## config.mk

```make
export PLATFORM = sky130hd
export DESIGN_NAME = fb_pixel_writer
export DESIGN_NICKNAME = d
export VERILOG_FILES = /design/src/rtl/fb_pkg.sv /design/src/rtl/sync_fifo.sv /design/src/rtl/fb_pixel_writer.sv
export SDC_FILE = /design/constraint.sdc
export NUM_CORES = 1
export LEC_CHECK = 0
export ABC_AREA = 0
export ABC_CLOCK_PERIOD_IN_PS = 5680
export CORE_MARGIN = 5
export CORE_UTILIZATION = 45
export CTS_CLUSTER_DIAMETER = 50
export DETAILED_ROUTE_END_ITERATION = 10
export PLACE_DENSITY = 0.72
export SLEW_MARGIN = 5
export SYNTH_ARGS = -nofsm -noshare
export SYNTH_HDL_FRONTEND = slang
export SYNTH_SLANG_ARGS = --single-unit
```

## constraint.sdc

```tcl
create_clock -name i_clk -period 5.68 [get_ports i_clk]
set_input_delay 1.136 -clock i_clk [delete_from_list [all_inputs] [get_ports i_clk]]
set_output_delay 1.136 -clock i_clk [all_outputs]
set_load 0.02 [all_outputs]
```

## src/rtl/fb_pkg.sv

```systemverilog
// Shared frame-buffer constants and the pixel-writer state type.
// The scan-out stage imports the same image geometry.
package fb_pkg;

  localparam int IMG_W      = 320;
  localparam int IMG_H      = 240;
  localparam int IMG_PIXELS = IMG_W * IMG_H;
  localparam int SLOT1_BASE = IMG_PIXELS;
  localparam int ADDR_W     = 18;
  localparam int FIFO_DEPTH = 8;

  typedef enum logic [1:0] {
    IDLE,
    FILL,
    DRAIN,
    DONE
  } fbw_state_t;

endpackage

```

## src/rtl/sync_fifo.sv

```systemverilog
// Single-clock FIFO with full/empty flags; head word is visible on o_data.
// Pointers carry one extra wrap bit so full and empty are distinguishable.
module sync_fifo #(
  parameter int WIDTH = 24,
  parameter int DEPTH = 8
) (
  input  logic             i_clk,
  input  logic             i_rst,
  input  logic             i_push,
  input  logic [WIDTH-1:0] i_data,
  input  logic             i_pop,
  output logic [WIDTH-1:0] o_data,
  output logic             o_full,
  output logic             o_empty
);

  localparam int AW = $clog2(DEPTH);

  logic [WIDTH-1:0] r_mem [DEPTH];
  logic [AW:0]      r_wr_ptr;
  logic [AW:0]      r_rd_ptr;
  logic             w_push;
  logic             w_pop;

  assign o_empty = (r_wr_ptr == r_rd_ptr);
  assign o_full  = (r_wr_ptr[AW] != r_rd_ptr[AW]) &&
                   (r_wr_ptr[AW-1:0] == r_rd_ptr[AW-1:0]);
  assign w_push  = i_push && !o_full;
  assign w_pop   = i_pop && !o_empty;
  assign o_data  = r_mem[r_rd_ptr[AW-1:0]];

  always_ff @(posedge i_clk or negedge i_rst) begin
    if (!i_rst) begin
      r_wr_ptr <= '0;
      r_rd_ptr <= '0;
    end else begin
      if (w_push) r_wr_ptr <= r_wr_ptr + (AW+1)'(1);
      if (w_pop)  r_rd_ptr <= r_rd_ptr + (AW+1)'(1);
    end
  end

  // Storage needs no reset: the pointers alone define what is valid.
  always_ff @(posedge i_clk) begin
    if (w_push) r_mem[r_wr_ptr[AW-1:0]] <= i_data;
  end

endmodule

```

## src/rtl/fb_pixel_writer.sv

```systemverilog
// Writes one IMG_W x IMG_H RGB frame from a valid/ready stream into one of two
// frame-memory slots, buffering through a small FIFO to ride out write stalls.
module fb_pixel_writer
  import fb_pkg::*;
#(
  parameter int IMG_W      = fb_pkg::IMG_W,
  parameter int IMG_H      = fb_pkg::IMG_H,
  parameter int ADDR_W     = fb_pkg::ADDR_W,
  parameter int FIFO_DEPTH = fb_pkg::FIFO_DEPTH
) (
  input  logic              i_clk,
  input  logic              i_rst,
  input  logic              i_start,
  input  logic              i_slot,
  input  logic              i_px_valid,
  input  logic [23:0]       i_px_data,
  output logic              o_px_ready,
  output logic              o_wr_en,
  output logic [ADDR_W-1:0] o_wr_addr,
  output logic [31:0]       o_wr_data,
  input  logic              i_wr_stall,
  output logic              o_busy,
  output logic              o_done,
  output logic              o_err
);

  localparam logic [ADDR_W-1:0] LP_PIXELS = ADDR_W'(IMG_W * IMG_H);

  fbw_state_t        r_state;
  fbw_state_t        w_state_next;
  logic [ADDR_W-1:0] r_accept_cnt;
  logic [ADDR_W-1:0] r_write_cnt;
  logic [ADDR_W-1:0] r_base;
  logic              r_wr_en;
  logic [ADDR_W-1:0] r_wr_addr;
  logic [23:0]       r_wr_data;

  logic              w_push;
  logic              w_load;
  logic              w_wr_done;
  logic              w_fifo_full;
  logic              w_fifo_empty;
  logic [23:0]       w_fifo_head;
  logic [ADDR_W-1:0] w_next_idx;

  sync_fifo #(
    .WIDTH (24),
    .DEPTH (FIFO_DEPTH)
  ) u_fifo (
    .i_clk   (i_clk),
    .i_rst   (i_rst),
    .i_push  (w_push),
    .i_data  (i_px_data),
    .i_pop   (w_load),
    .o_data  (w_fifo_head),
    .o_full  (w_fifo_full),
    .o_empty (w_fifo_empty)
  );

  assign o_px_ready = (r_state == FILL) && !w_fifo_full && (r_accept_cnt < LP_PIXELS);
  assign w_push     = i_px_valid && o_px_ready;
  assign w_wr_done  = r_wr_en && !i_wr_stall;
  assign w_load     = !w_fifo_empty && (!r_wr_en || w_wr_done);
  // Index of the pixel being loaded: one past the write that completes this cycle.
  assign w_next_idx = r_write_cnt + (w_wr_done ? ADDR_W'(1) : '0);

  assign o_wr_en   = r_wr_en;
  assign o_wr_addr = r_wr_addr;
  assign o_wr_data = {8'h00, r_wr_data};
  assign o_busy    = (r_state == FILL) || (r_state == DRAIN);
  assign o_done    = (r_state == DONE);

  always_comb begin
    w_state_next = r_state;
    o_err        = 1'b0;
    case (r_state)
      IDLE: begin
        if (i_start) w_state_next = FILL;
      end
      FILL: begin
        o_err = i_start;
        if (r_accept_cnt == LP_PIXELS) w_state_next = DRAIN;
      end
      DRAIN: begin
        o_err = i_start;
        if (r_write_cnt == LP_PIXELS) w_state_next = DONE;
      end
      DONE: begin
        o_err        = i_start;
        w_state_next = IDLE;
      end
      default: w_state_next = IDLE;
    endcase
  end

  always_ff @(posedge i_clk or negedge i_rst) begin
    if (!i_rst) begin
      r_state      <= IDLE;
      r_accept_cnt <= '0;
      r_write_cnt  <= '0;
      r_base       <= '0;
      r_wr_en      <= 1'b0;
      r_wr_addr    <= '0;
      r_wr_data    <= '0;
    end else begin
      r_state <= w_state_next;

      if (r_state == IDLE && i_start) begin
        r_base       <= i_slot ? LP_PIXELS : '0;
        r_accept_cnt <= '0;
        r_write_cnt  <= '0;
      end else begin
        if (w_push)    r_accept_cnt <= r_accept_cnt + ADDR_W'(1);
        if (w_wr_done) r_write_cnt  <= r_write_cnt + ADDR_W'(1);
      end

      // A stalled write keeps the whole output stage frozen.
      if (w_load) begin
        r_wr_en   <= 1'b1;
        r_wr_addr <= r_base + w_next_idx;
        r_wr_data <= w_fifo_head;
      end else if (w_wr_done) begin
        r_wr_en <= 1'b0;
      end
    end
  end

endmodule
```

==> impl_metrics.csv <==
group,metric,value,unit
layout,n_fill_cell,2106,
worst_setup_path,reg2reg_to,"u_fifo.r_mem[6][16]",
worst_setup_path,cp-start-kind,"register",
flow_run,maxCapViolCount,0,
global_route,grt.overflow.total,0,
worst_setup_path,cp_max_fo,13,
layout,synthToLayoutAreaGrowth,18.6,%
synth,synth-seq-cells,282,
worst_hold_path,holdPathStages,2,
floorplanning,initial_core_util,0.457,
worst_setup_path,required,4.54,ns
routing,ant_nets,0,
sta,maxSlewViolCount,0,
synth,seq_area_frac_synth,0.674,
place,dp_slack,2.14,ns
routing,routed-wl-met3,1120,um
worst_hold_path,hold_path_end,"o_wr_addr[4]",
power,irDropWorstVdd,0.365,mV
place,place_congestion,0.858,
sta,rsz0062_at_grt,"false",
layout,drive_gt1_frac,0.153,
sta,finalWorstSetupSlack,1.67,ns
worst_setup_path,cp-end-kind,"output port",
floorplanning,num_rows,59,
layout,utilization,0.542,
routing,wl_met2,11200,um
synth,yosys_warnings,0,
clock_network,cts_buffer_depth,3,
sta,period_needed,4.01,ns
sta,fin_crit_sh,0.707,
synth,synthFlopType,"edfxtp_1",
floorplanning,die_w,173,um
worst_setup_path,cp.arrival,2.88,ns
routing,drt_wl_total,23000,um
power,p_total,6960,uW
sta,setup_viol,0,
power,power_leakage,0.00513,uW
worst_setup_path,reg2reg_from,"u_fifo.r_wr_ptr[0]",
routing,routed.top_layer,"met5",
power,switching_share,0.312,
power,power_switching,2170,uW
worst_setup_path,crit_path_start,"u_fifo.r_wr_ptr[0]",
routing,first_pass_iters,5,
worst_hold_path,min_path_type,"register to register",
worst_setup_path,reg2reg_depth,6,
worst_setup_path,r2r_setup_slack,3.07,ns
worst_hold_path,hold_start,"o_wr_addr[4]",
synth,synthesis.area,11900,um^2
sta,finalClockSkew,0.0198,ns
global_route,grt_pass1_vias,6858,
sta,slew_headroom,0.332,
layout,nNetsFinal,908,
power,cell_internal_pwr,4790,uW
clock_network,cts_tree,"yes",
power,seqPwrFrac,0.411,
outcome,status,"complete, no violations",
layout,antenna_cells,0,
global_route,antenna_found_initial,1,
sta,fmax,249,MHz
clock_network,ctsHtreeMaxLevel,2,
clock_network,ctsHoldBuffers,0,
global_route,grt_max_degree,89,
global_route,grt_usage,0.154,
synth,syn_inst,778,
clock_network,cts_resized,0,
global_route,grt_pass1_wl,37900,um
routing,drt-initial-drc-count,459,
floorplanning,ioPinCount,85,
worst_setup_path,crit_type,"register to output port",
routing,drc_errors,0,
clock_network,numCtsBuffers,34,
routing,vias,6663,
routing,vias_per_cell,5.46,
place,hpwl,13800,um
power,comb_power_share,0.283,
power,cellPowerDensity,493,nW/um^2
clock_network,clk_latency,0.52,ns
floorplanning,die_h,173,um
floorplanning,core,26100,um^2
sta,tightestPinTransition,1.00,ns
synth,synth_edf_count,192,
synth,synthArstFlopShare,0.319,
routing,wl_met1,10200,um
clock_network,cts.clk_slew.worst_paths,0.06,ns
floorplanning,die_area,29800,um^2
clock_network,clk_root_buffer_cell,"clkbuf_16",
synth,avgSynthCellArea,15.3,um^2
sta,setup_tns,0,ns
clock_network,cts_setup_buffers,0,
place,port_buffers,76,
clock_network,cts.sinks,282,
routing,wire_per_inst,18.8,um
power,pwr-share-clk,0.306,
synth,ys_types,56,
sta,hold_violations,0,
## layer usage
metal,GRT usage,vias to the layer above
met5,0,-
met4,0.0403,2
met3,0.0332,32
met2,0.250,176
met1,0.214,3346
li1,-,3107
## cells in the mapped netlist, types with 3 or more instances
cell type / number / area (um^2)
edfxtp_1: 192 / 5770
dfrtp_1: 90 / 2250
nand2_1: 77 / 289
mux4_2: 48 / 1080
o21ai_0: 45 / 225
nor2_1: 35 / 131
mux2i_1: 27 / 270
nand3_1: 23 / 115
xor2_1: 21 / 184
clkbuf_1: 18 / 67.6
xnor2_1: 18 / 158
ha_1: 17 / 213
buf_2: 16 / 80.1
a21oi_1: 15 / 75.1
inv_1: 14 / 52.6
nor4_1: 12 / 75.1
buf_4: 10 / 75.1
nand4_1: 9 / 56.3
nor3_1: 7 / 35.0
nor3b_1: 6 / 45.0
or3_1: 6 / 37.5
a31oi_1: 4 / 25.0
and2_1: 4 / 25.0
and4_1: 4 / 35.0
mux2_2: 4 / 45.0
or4_1: 4 / 30.0
and3_1: 3 / 18.8
buf_1: 3 / 11.3
nor2b_1: 3 / 18.8
o31ai_1: 3 / 22.5
xor2_2: 3 / 48.8
## cell families (layout without fill, tap and decap cells)
kind of cell / Yosys count / count (layout) / share of synthesized area
mux: 79 / 79 / 0.117
flops: 282 / 282 / 0.674
simple gates: 205 / 205 / 0.0861
buf+inv: 64 / 165 / 0.0264
compound gates: 88 / 88 / 0.0457
fa+ha+maj: 17 / 17 / 0.0179
other cells: 1 / 8 / 0.000315
xor+xnor: 42 / 42 / 0.0328
## cell usage in the layout (no fill, tap or decap), types with 9 or more instances in the layout
master	Yosys	routed
clkbuf_16	0	34
clkdlybuf4s50_1	0	75
buf_4	10	15
xor2_1	21	21
ha_1	17	17
nor2_1	35	35
mux4_2	48	48
edfxtp_1	192	192
dfrtp_1	90	88
mux2i_1	27	27
xnor2_1	18	18
a21oi_1	15	15
nor4_1	12	11
nand2_1	77	77
inv_1	14	14
nand3_1	23	23
o21ai_0	45	45
nand4_1	9	9
## worst max-delay path, cell delays in order (launching register included)
cell and delay, ns:
dfrtp_1 0.62, xor2_2 0.20, nor4_4 0.53, a21o_1 0.37, nor3b_1 0.10, clkdlybuf4s50_1 0.55
## flip-flops by register name (all words and copies together), names as in the netlist, 2 cells and up
register and count:
r_state 2, r_accept_cnt 18, r_wr_data 24, r_write_cnt 18
u_fifo.r_wr_ptr 4, u_fifo.r_rd_ptr 4, o_wr_addr 18, u_fifo.r_mem 192
## stage by stage
step,cells,hold slack [ns],area [um^2]
2_1_floorplan,785,0.498,11900
3_3_place_gp,1160,0.461,13000
3_5_place_dp,1160,0.472,13000
4_1_cts,1221,0.485,14100
5_1_grt,1221,0.505,14100
6_report,1221,0.477,14100
## how the worst max path moves through the flow
stage,to
after floorplan,u_fifo.r_mem[1][0]
after global placement,o_err
after detailed placement,o_wr_addr[16]
after CTS,o_px_ready
after global routing,o_px_ready
final,o_px_ready
## cell type report
| cell class | count | area, um^2 | share of cell area |
|---|---|---|---|
| flip-flops and latches | 282 | 8020 | 0.568 |
| multi-input cells | 439 | 3640 | 0.258 |
| clock buffers | 39 | 880 | 0.0623 |
| repair buffers | 90 | 863 | 0.0612 |
| well taps | 335 | 419 | 0.0297 |
| clock inverters | 22 | 244 | 0.0173 |
| inverters | 14 | 52.6 | 0.00372 |
## power groups by stage
stage	clock (uW)	combinational, uW	sequential, uW
6_report	2130	1970	2860
2_1_floorplan	0	1330	2940
3_3_place_gp	0	1980	2880
5_1_grt	2290	2170	2910
4_1_cts	2190	2020	2860
3_5_place_dp	0	2010	2900
Power figures use the tool's default switching activity.
